[src/rtl/stage_sink.sv]
// Terminal consumer for the DOR/DIR/ack handshake: captures one word per handshake
// into a small FIFO, pulses ack_prev, and keeps a running checksum and word count.
module stage_sink #(
    parameter int WIDTH = 8,
    parameter int DEPTH = 4,
    parameter int AW    = 2
) (
    input  logic             clk,
    input  logic             reset,
    input  logic             DIR,
    input  logic [WIDTH-1:0] data_in,
    output logic             ack_prev,
    input  logic             rd_en,
    output logic [WIDTH-1:0] rd_data,
    output logic             rd_valid,
    output logic             empty,
    output logic             full,
    output logic [AW:0]      count,
    output logic [15:0]      word_count,
    output logic [WIDTH-1:0] checksum
);

    localparam logic [1:0] IDLE      = 2'd0;
    localparam logic [1:0] ACK       = 2'd1;
    localparam logic [1:0] WAIT_DROP = 2'd2;

    localparam logic [AW:0] FULL_COUNT = (AW+1)'(DEPTH);

    logic [1:0]       state;
    logic [WIDTH-1:0] mem [DEPTH];
    logic [AW-1:0]    wr_ptr;
    logic [AW-1:0]    rd_ptr;
    logic             capture;
    logic             pop;

    function automatic logic [WIDTH-1:0] wrap_add(input logic [WIDTH-1:0] a,
                                                  input logic [WIDTH-1:0] b);
        return a + b;
    endfunction

    assign empty = (count == '0);
    assign full  = (count == FULL_COUNT);

    // full uses the pre-edge count, so a same-edge pop never unblocks a capture
    assign capture = (state == IDLE) && DIR && !full;
    assign pop     = rd_en && !empty;

    always_ff @(posedge clk) begin
        if (!reset) begin
            state    <= IDLE;
            ack_prev <= 1'b0;
        end else begin
            ack_prev <= 1'b0;
            case (state)
                IDLE: begin
                    if (capture) begin
                        ack_prev <= 1'b1;
                        state    <= ACK;
                    end
                end
                ACK:       state <= WAIT_DROP;
                WAIT_DROP: if (!DIR) state <= IDLE;
                default:   state <= IDLE;
            endcase
        end
    end

    // Storage is data-only; stale contents are unreachable once the pointers reset.
    always_ff @(posedge clk) begin
        if (reset && capture) begin
            mem[wr_ptr] <= data_in;
        end
    end

    always_ff @(posedge clk) begin
        if (!reset) begin
            wr_ptr     <= '0;
            rd_ptr     <= '0;
            count      <= '0;
            word_count <= '0;
            checksum   <= '0;
        end else begin
            if (capture) begin
                wr_ptr     <= wr_ptr + 1'b1;
                word_count <= word_count + 16'd1;
                checksum   <= wrap_add(checksum, data_in);
            end
            if (pop) begin
                rd_ptr <= rd_ptr + 1'b1;
            end
            case ({capture, pop})
                2'b10:   count <= count + 1'b1;
                2'b01:   count <= count - 1'b1;
                default: count <= count;
            endcase
        end
    end

    always_ff @(posedge clk) begin
        if (!reset) begin
            rd_data  <= '0;
            rd_valid <= 1'b0;
        end else begin
            rd_valid <= pop;
            if (pop) begin
                rd_data <= mem[rd_ptr];
            end
        end
    end

endmodule

[config.mk]
export PLATFORM = sky130hd
export DESIGN_NAME = stage_sink
export DESIGN_NICKNAME = d
export VERILOG_FILES = /design/src/rtl/stage_sink.sv
export SDC_FILE = /design/constraint.sdc
export NUM_CORES = 1
export LEC_CHECK = 0
export BUFFER_PORTS_ARGS = -buffer_cell sky130_fd_sc_hd__buf_2
export CAP_MARGIN = 20
export CORE_AREA = 3 3 109 111
export DETAILED_ROUTE_END_ITERATION = 12
export DIE_AREA = 0 0 112 114
export PLACE_DENSITY = 0.45
export SLEW_MARGIN = 10
export SYNTH_ARGS = -nofsm -noshare
export SYNTH_HDL_FRONTEND = slang
export SYNTH_SLANG_ARGS = --single-unit
[constraint.sdc]
create_clock -name clk -period 4.9 [get_ports clk]
set_input_delay 0.49 -clock clk [delete_from_list [all_inputs] [get_ports clk]]
set_output_delay 0.49 -clock clk [all_outputs]
set_load 0.05 [all_outputs]
Yosys cells after proc, flatten, opt, wreduce, memory -nomap -nowiden

Memory sizes are Yosys's and may differ from the RTL's. A register that Yosys moved wholly into a read port is not among the register bits.
Index checks and enable logic that the tools add are counted.

Bits in registers: 35
Memory bits (writable): 32
Input port bits: 12
Output and inout port bits: 39
Memories: 1

$add $sub $neg: 6
Equality and inequality tests: 7
Muxes and demuxes: 7
Reduce and logical (&&, ||, !) cells: 12

Memories:

| name | words | bits a word | rd ports | clocked after memory_dff | write ports | line | text |
|---|---|---|---|---|---|---|---|
| mem  | 4     | 8           | 1        | 1                        | 1           | 30   | `logic [WIDTH-1:0] mem [DEPTH];` |

Operator list:

| kind                                                                   | number |
|---|---|
| 16-bit by 1-bit adder with 16-bit output (second input constant)       | 1 |
| 8-bit adder                                                            | 1 |
| 2-bit case mux with 3 select lines                                     | 1 |
| 3-bit case mux with 2 select lines                                     | 1 |
| 2-bit by 1-bit adder with 2-bit output (second input constant)         | 2 |
| 2-bit by 1-bit equality test with 1-bit output (second input constant) | 2 |
| 2-bit equality test (second input constant)                            | 2 |
| 1-bit logical AND                                                      | 4 |
| 2-bit 2-to-1 mux                                                       | 2 |
| 2-bit != test (second input constant)                                  | 2 |
| 2-bit AND reduction                                                    | 2 |
| 3-bit by 1-bit adder with 3-bit output (second input constant)         | 1 |
| 3-bit equality test (second input constant)                            | 1 |
| 1-bit logical NOT                                                      | 3 |
| 3-bit logical NOT                                                      | 1 |
| 1-bit 2-to-1 mux                                                       | 3 |
| 3-bit by 1-bit subtractor with 3-bit output (second input constant)    | 1 |
| 2-bit logical NOT                                                      | 1 |
| 2-bit nonzero test                                                     | 1 |

Logic depth before layout (Yosys ltp)

Gate-level depths: netlist of the first run.

Depth in word-level cells: 6
Gate-level depth with buffers: 11
Mapped depth without buffers: 9

Least setup slack after synthesis of the first run

No wires, ideal clock.

Path type: register to register
From: register count[0]
To: register count[2]
Library setup time: 0.076 ns
Arrival: 3.407 ns
Required time: 4.824 ns
Path slack: 1.418 ns
Cell stages (with the launch flop): 12
Cells stage by stage: dfxtp_1 nor3_1 nand2b_1 clkbuf_1 inv_1 clkbuf_1 ha_1 inv_1 fa_1 xor2_1 or3_1 a21boi_0

Word-level cells in the longest chain between the ends: 5
Elaborated cells between the ends (all ways): 12
Classes of those cells: add/sub: 2; eq/ne: 3; mux: 1; reduce/logical: 6

Ends and longest elaborated chain:

| what                                                                                  | line | text |
|---|---|---|
| from (decl)                                                                           | 18   | `output logic [AW:0] count,` |
| from (signal assigned)                                                                | 92   | `2'b10: count <= count + 1'b1;` |
| from (signal assigned)                                                                | 93   | `2'b01: count <= count - 1'b1;` |
| from (signal assigned)                                                                | 94   | `default: count <= count;` |
| 3-bit logical NOT *                                                                   | 41   | `assign empty = (count == '0);` |
| via empty                                                                             | 16   | `output logic empty,` |
| 1-bit logical NOT *                                                                   | 46   | `assign pop = rd_en && !empty;` |
| 1-bit logical AND *                                                                   | 46   |  |
| via pop                                                                               | 34   | `logic pop;` |
| 2-bit by 1-bit equality test with 1-bit output or 2-bit equality test (tied branches) | 91   | `case ({capture, pop})` |
| 3-bit case mux with 2 select lines or 2-bit nonzero test (tied branches)              | --   |  |

The timed path passes the listed nets; every way through them passes the cells marked *.
A chain may end at the register's enable or synchronous reset.

Final worst setup path of the first run

From: register count[2]
To: register count[2]

Word-level cells in the longest chain between the ends: 5
Elaborated cells between the ends (all ways): 12
Classes of those cells: add/sub: 2; eq/ne: 3; mux: 1; reduce/logical: 6

Ends and longest elaborated chain:

| what                                                                                  | line |
|---|---|
| 3-bit equality test or 3-bit logical NOT (tied branches)                              | 42, 41 |
| 1-bit logical NOT, on equally long branches                                           | 45, 46 |
| 1-bit logical AND, on equally long branches                                           | 45, 46 |
| 2-bit by 1-bit equality test with 1-bit output or 2-bit equality test (tied branches) | 91 |
| 3-bit case mux with 2 select lines or 2-bit nonzero test (tied branches)              | -- |

Several ways; a longest one is shown, not always the timed one.

==> results of run 1 <==
## cells by family after synthesis
| family | share of synthesized area, % |
|---|---|
| simple gates | 17.3 |
| flops | 55.3 |
| compound gates | 7.25 |
| xor+xnor | 5.85 |
| buf+inv | 2.39 |
| fa+ha+maj | 6.15 |
| mux | 5.77 |
## sequential cells by signal, summed over array words and instances (netlist names)
name        cells
ack_prev        1
checksum        8
count           3
mem            32
rd_data         8
rd_ptr          2
rd_valid        1
state           2
word_count     16
wr_ptr          2
## layout by cell type, fill, tap and decap left out, types with 2 or more instances in the layout
cell,instances
buf_2,50
dfxtp_1,43
nand2_1,40
edfxtp_1,32
and2_1,21
a21boi_0,15
xnor2_1,14
ha_1,13
clkbuf_8,9
inv_1,8
mux4_2,8
o21ai_0,8
xor2_1,8
nand3_1,7
nor3_1,6
a21oi_1,6
and3_1,5
nand4_1,4
nor2b_1,3
or3_1,3
clkbuf_1,3
nand2b_1,2
fa_1,2
clkinv_2,2
clkinv_4,2
## area by class of cell
type                            count  area [µm²]
Fill cell                        1112        7050
Sequential cell                    75        1820
Multi-Input combinational cell    185        1390
Timing Repair Buffer               50         250
Tap cell                          140         175
Clock buffer                       12         135
Inverter                            9        33.8
Clock inverter                      4        27.5
## report_power, final
part	internal [W]	switching, W	leakage, nW
Clock	0.000185	0.000234	0.0843
Sequential	0.000723	0.0000688	0.640
Combinational	0.000196	0.000390	0.788
Total	0.00110	0.000693	1.51
## per-layer routing
layer | wire length [µm] | part of all wire, % | vias to the layer above | global-route usage [%]
met5 | 0 | 0 | - | 0
met2 | 3080 | 44 | 37 | 18.1
li1 | - | - | 1090 | -
met4 | 133 | 1.9 | 0 | 5.29
met1 | 3500 | 50 | 1028 | 15.3
met3 | 254 | 3.6 | 9 | 3.13
## per-stage QoR
step | setup slack (ns) | total power [W] | instance area [µm²]
CTS | 2.19 | 0.00183 | 3840
detailed placement | 2.10 | 0.00140 | 3670
finish | 2.22 | 0.00180 | 3840
floorplan | 1.42 | 0.00127 | 3290
global route | 1.98 | 0.00191 | 3840
global placement | 2.16 | 0.00140 | 3670
## worst paths after layout
path | end | slack, ns | cells past startpoint
min | mem[0][5] | 0.39 | 1
max reg2reg | count[2] | 2.22 | 9
min reg2reg | rd_data[7] | 0.46 | 2
max | count[2] | 2.22 | 9
## synth_stat cells (7+ instances only)
| library cell | n | area, µm² |
|---|---|---|
| a21boi_0 | 15 | 113 |
| o21ai_0 | 8 | 40.0 |
| and2_1 | 21 | 131 |
| xnor2_1 | 14 | 123 |
| clkbuf_1 | 11 | 41.3 |
| inv_1 | 8 | 30.0 |
| nand3_1 | 7 | 35.0 |
| dfxtp_1 | 43 | 861 |
| nand2_1 | 40 | 150 |
| mux4_2 | 8 | 180 |
| xor2_1 | 8 | 70.1 |
| ha_1 | 13 | 163 |
| edfxtp_1 | 32 | 961 |
==> key figures, run 1 <==
STA
  – RSZ-0062 raised after global routing: false
  – Final setup violation count: 0
  – Fin crit share: 54.7%
  – Min Tclk post-route: 2.68 ns
  – Fmax: 373 MHz
  – Least-Margin Pin Slew: 0.734 ns
  – Hold WS: 0.386 ns
  – Slew Viols, Final: 0
  – Setup TNS: 0 ns
  – Slew headroom: 51.1%
  – Final hold violations: 0
  – Clk_skew: 0.0116 ns

Synthesis
  – Seq/Total Area, Yosys: 55.3%
  – Synthesized instance count: 281
  – Synth Flop Type: dfxtp_1
  – #FFs+latches synth: 75
  – Synth async-reset ratio: 0%
  – Mapped cell area: 0.00329 mm²
  – Number of enable flip-flop cells after synthesis: 32
  – Syn_area_per_cell: 11.7 µm²
  – Syn Nets: 308
  – YS warnings: 0
  – Unique masters post-synth: 43

Worst setup path
  – Slowest Stage Delay on Critical Path: 0.44 ns
  – Critical Path AT: 2.96 ns
  – Critical-path top delay cell: nor3b_2
  – Critical path launch point type: register
  – Worst path required time: 5.18 ns
  – Max FO, Critical Path: 20
  – Worst path top cell family by delay: simple AND/OR/NAND/NOR gates
  – Crit path buf inv count: 2
  – Crit Path Class: reg -> reg
  – Critical path cell sequence: nor3b_2, nor2_4, inv_2, ha_1, inv_1, fa_1, xor2_1, or3_1, a21boi_0
  – CP Launch Point: count[2]
  – Setup crit end kind: register
  – Worst R2R Start: count[2]

Global route
  – GRT overflow: 0
  – Vias in the first global route: 2225
  – Global-route wire length before repair: 11500 µm
  – Largest net degree at the start of global routing: 51
  – Initial antenna violation count: 0
  – GRT Util Overall: 11.7%

Hold path
  – Min-Delay Startpoint: data_in[5]
  – Worst min path class: in -> reg

CTS
  – CTS resizes: 0
  – Root Driver: clkbuf_8
  – Clk pin slew, worst setup/hold paths: 0.08 ns
  – H-tree levels: 3
  – Worst-case clock buffer depth: 2
  – Hold Buf Count CTS: 0
  – Num CTS Buffers: 9
  – CTS tree: yes
  – Worst-Skew Late Latency: 0.35 ns
  – Clock sink count: 75
  – Post-CTS Setup Bufs: 0

Routing
  – Post-route DRC violation count: 0
  – DRT Pass-1 Iters: 4
  – DR vias/cell: 4.56
  – Final WL: 6960 µm
  – Routed WL per cell: 14.7 µm
  – DRT iter0 DRCs: 101
  – Routed Antenna Nets: 0
  – Vias: 2164

Finish
  – Post-Route Utilization: 35.2%
  – Post-Layout Cell Count: 475
  – Synth-to-Final Area Change: 16.5%
  – Layout Nets: 357
  – Antenna fix cells: 0
  – Layout cells sized above 1: 23.0%

Floorplan
  – Die span in y: 114 µm
  – Row cnt: 38
  – Starting Density: 30.3%
  – Die area: 0.0128 mm²
  – Core area: 0.0109 mm²
  – IO Pins: 51
  – Die width: 112 µm

Placed design
  – Dpl hpwl: 4750 µm
  – IO Port Bufs: 50
  – Placed cells: 459
  – GP Congestion: 0.725

Power
  – IR drop worst, VDD: 0.264 mV
  – Cell Pwr Density: 468 mW/mm²
  – Leakage: 1.51 nW

Run
  – Max_cap viols: 0

Outcome
  – Status: finished, final reports clean
Note: power is estimated with default switching activity, not from simulation.
==> run 2, diff against run 1 <==
- clock period: 4.9 -> 2.6 ns (I/O delays scaled with it)
==> key figures, run 2 (synthesized netlist as in run 1, its figures left out) <==
Outcome
  – Status: finished, final reports clean

Placed design
  – GP Congestion: 0.738 (+1.8%)
  – Dpl hpwl: 4890 µm (+2.8%)
  – IO Port Bufs: 50 (unchanged)

Routing
  – DR vias/cell: 4.49 (-1.5%)
  – Routed Antenna Nets: 0 (unchanged)
  – Vias: 2153 (-0.51%)
  – DRT iter0 DRCs: 50 (-50%)
  – Final WL: 6930 µm (-0.46%)
  – DRT Pass-1 Iters: 4 (unchanged)
  – Routed WL per cell: 14.4 µm (-1.5%)
  – Post-route DRC violation count: 0 (unchanged)

Worst setup path
  – Reg-to-reg critical path endpoint: checksum[7]
  – Worst path top cell family by delay: simple AND/OR/NAND/NOR gates
  – Critical path launch point type: register
  – Setup crit end kind: register
  – Crit Path Class: reg -> reg
  – Max FO, Critical Path: 14 (-30%)
  – Critical Path AT: 2.36 ns (-0.60 ns)
  – Slowest Stage Delay on Critical Path: 0.52 ns (+0.08 ns)
  – Worst R2R Start: state[1]
  – Critical path cell sequence: or3b_4, nor2_4, inv_2, buf_4, or4_4, and3_1, o21a_1
  – Crit path buf inv count: 2 (unchanged)
  – R2R depth: 7 (-2)
  – Flop2flop setup slack: 0.48 ns (-1.74 ns)
  – Critical-path top delay cell: or4_4
  – Worst path required time: 2.84 ns (-2.34 ns)

Finish
  – Layout cells sized above 1: 26.5% (+3.5 points)
  – Most common cell after layout, fill and taps aside: buf_2
  – Max reg flops: 32 (unchanged)
  – Biggest regs: mem (32), word_count (16)
  – Layout Nets: 362 (+1.4%)
  – Most frequent cells in the layout: buf_2, nand2_1, dfxtp_1
  – Antenna fix cells: 0 (unchanged)
  – Synth-to-Final Area Change: 20.3%
  – Largest register by flop count: mem

CTS
  – Root Driver: clkbuf_8
  – Worst-Skew Late Latency: 0.35 ns (about the same)
  – CTS resizes: 0 (unchanged)
  – Post-CTS Setup Bufs: 0 (unchanged)
  – Hold Buf Count CTS: 0 (unchanged)
  – CTS tree: yes
  – H-tree levels: 3 (unchanged)
  – Clock sink count: 75 (unchanged)
  – Clk pin slew, worst setup/hold paths: 0.08 ns (about the same)
  – Worst-case clock buffer depth: 2 (unchanged)
  – Num CTS Buffers: 9 (unchanged)

Global route
  – GRT overflow: 0 (unchanged)
  – Global-route wire length before repair: 11600 µm (+0.84%)
  – Vias in the first global route: 2127 (-4.4%)
  – Initial antenna violation count: 0 (unchanged)
  – Largest net degree at the start of global routing: 40 (-22%)
  – GRT Util Overall: 11.6% (-0.062 points)

STA
  – Least-Margin Pin Slew: 0.658 ns (-0.0759 ns)
  – Slew Viols, Final: 0 (unchanged)
  – Setup TNS: 0 ns (unchanged)
  – Fin crit share: 81.5% (+27 points)
  – Fmax: 472 MHz (+26%)
  – Clk_skew: 0.0128 ns (+0.00123 ns)
  – Final setup violation count: 0 (unchanged)
  – Slew headroom: 56.1% (+5.0 points)
  – Min Tclk post-route: 2.12 ns (-0.561 ns)
  – RSZ-0062 raised after global routing: false
  – Final hold violations: 0 (unchanged)

Floorplan
  – Row cnt: 38 (unchanged)
  – Die area: 0.0128 mm² (unchanged)
  – Die width: 112 µm (unchanged)
  – Core area: 0.0109 mm² (unchanged)
  – IO Pins: 51 (unchanged)
  – Starting Density: 30.3% (unchanged)
  – Die span in y: 114 µm (unchanged)

Hold path
  – Min-Delay Startpoint: data_in[5]
  – Worst min path class: in -> reg
  – Worst hold path depth: 1 (unchanged)
  – Hold worst-path end: mem[0][5]

Power
  – Leakage: 1.56 nW (+2.8%)
  – Post-layout power: 0.00364 W (+100%)
  – Cell Pwr Density: 918 mW/mm² (+96%)
  – IR drop worst, VDD: 0.523 mV (+99%)

Run
  – Max_cap viols: 0 (unchanged)
## run 2: per-stage QoR
step | hold slack [ns] | std cells | cell area, µm² | util, % | setup WS, ns
2_1_floorplan | 0.359 | 281 | 3350 | - | 0.00787
3_3_place_gp | 0.451 | 464 | 3750 | 34.5 | 0.482
3_5_place_dp | 0.456 | 464 | 3750 | 34.5 | 0.459
4_1_cts | 0.145 | 480 | 3960 | 36.4 | 0.478
5_1_grt | 0.139 | 480 | 3960 | 36.4 | 0.382
6_report | 0.159 | 480 | 3960 | 36.4 | 0.482
## run 2: worst max-delay path by stage
stage / cells after the start / from / to
after CTS: 7 / state[1] / checksum[7]
after global placement: 8 / DIR / checksum[7]
after global routing: 9 / count[0] / count[2]
final: 7 / state[1] / checksum[7]
after floorplan: 10 / count[2] / count[2]
after detailed placement: 8 / DIR / checksum[7]
## run 2: routing by layer
layer	vias to the layer above	share of wire, %	global-route usage [%]
met3	13	4.2	2.92
met2	37	44	17.6
li1	1101	-	-
met1	1002	49	15.9
met5	-	0	0
met4	0	1.9	4.81
## run 2: final cells by class
class,instances,area [µm²]
tap,140,175
fill,1074,6930
inverter,9,33.8
sequential,75,1830
timing repair buffer,55,288
clock buffer,10,138
clock inverter,6,71.3
multi-input combinational,185,1420
## run 2: power by group
part	leakage (nW)	internal, W	switching [W]	total [W]
sequential	0.642	0.00137	0.000148	0.00152
combinational	0.814	0.000429	0.000742	0.00117
clock	0.0995	0.000478	0.000467	0.000945
total	1.56	0.00228	0.00136	0.00364
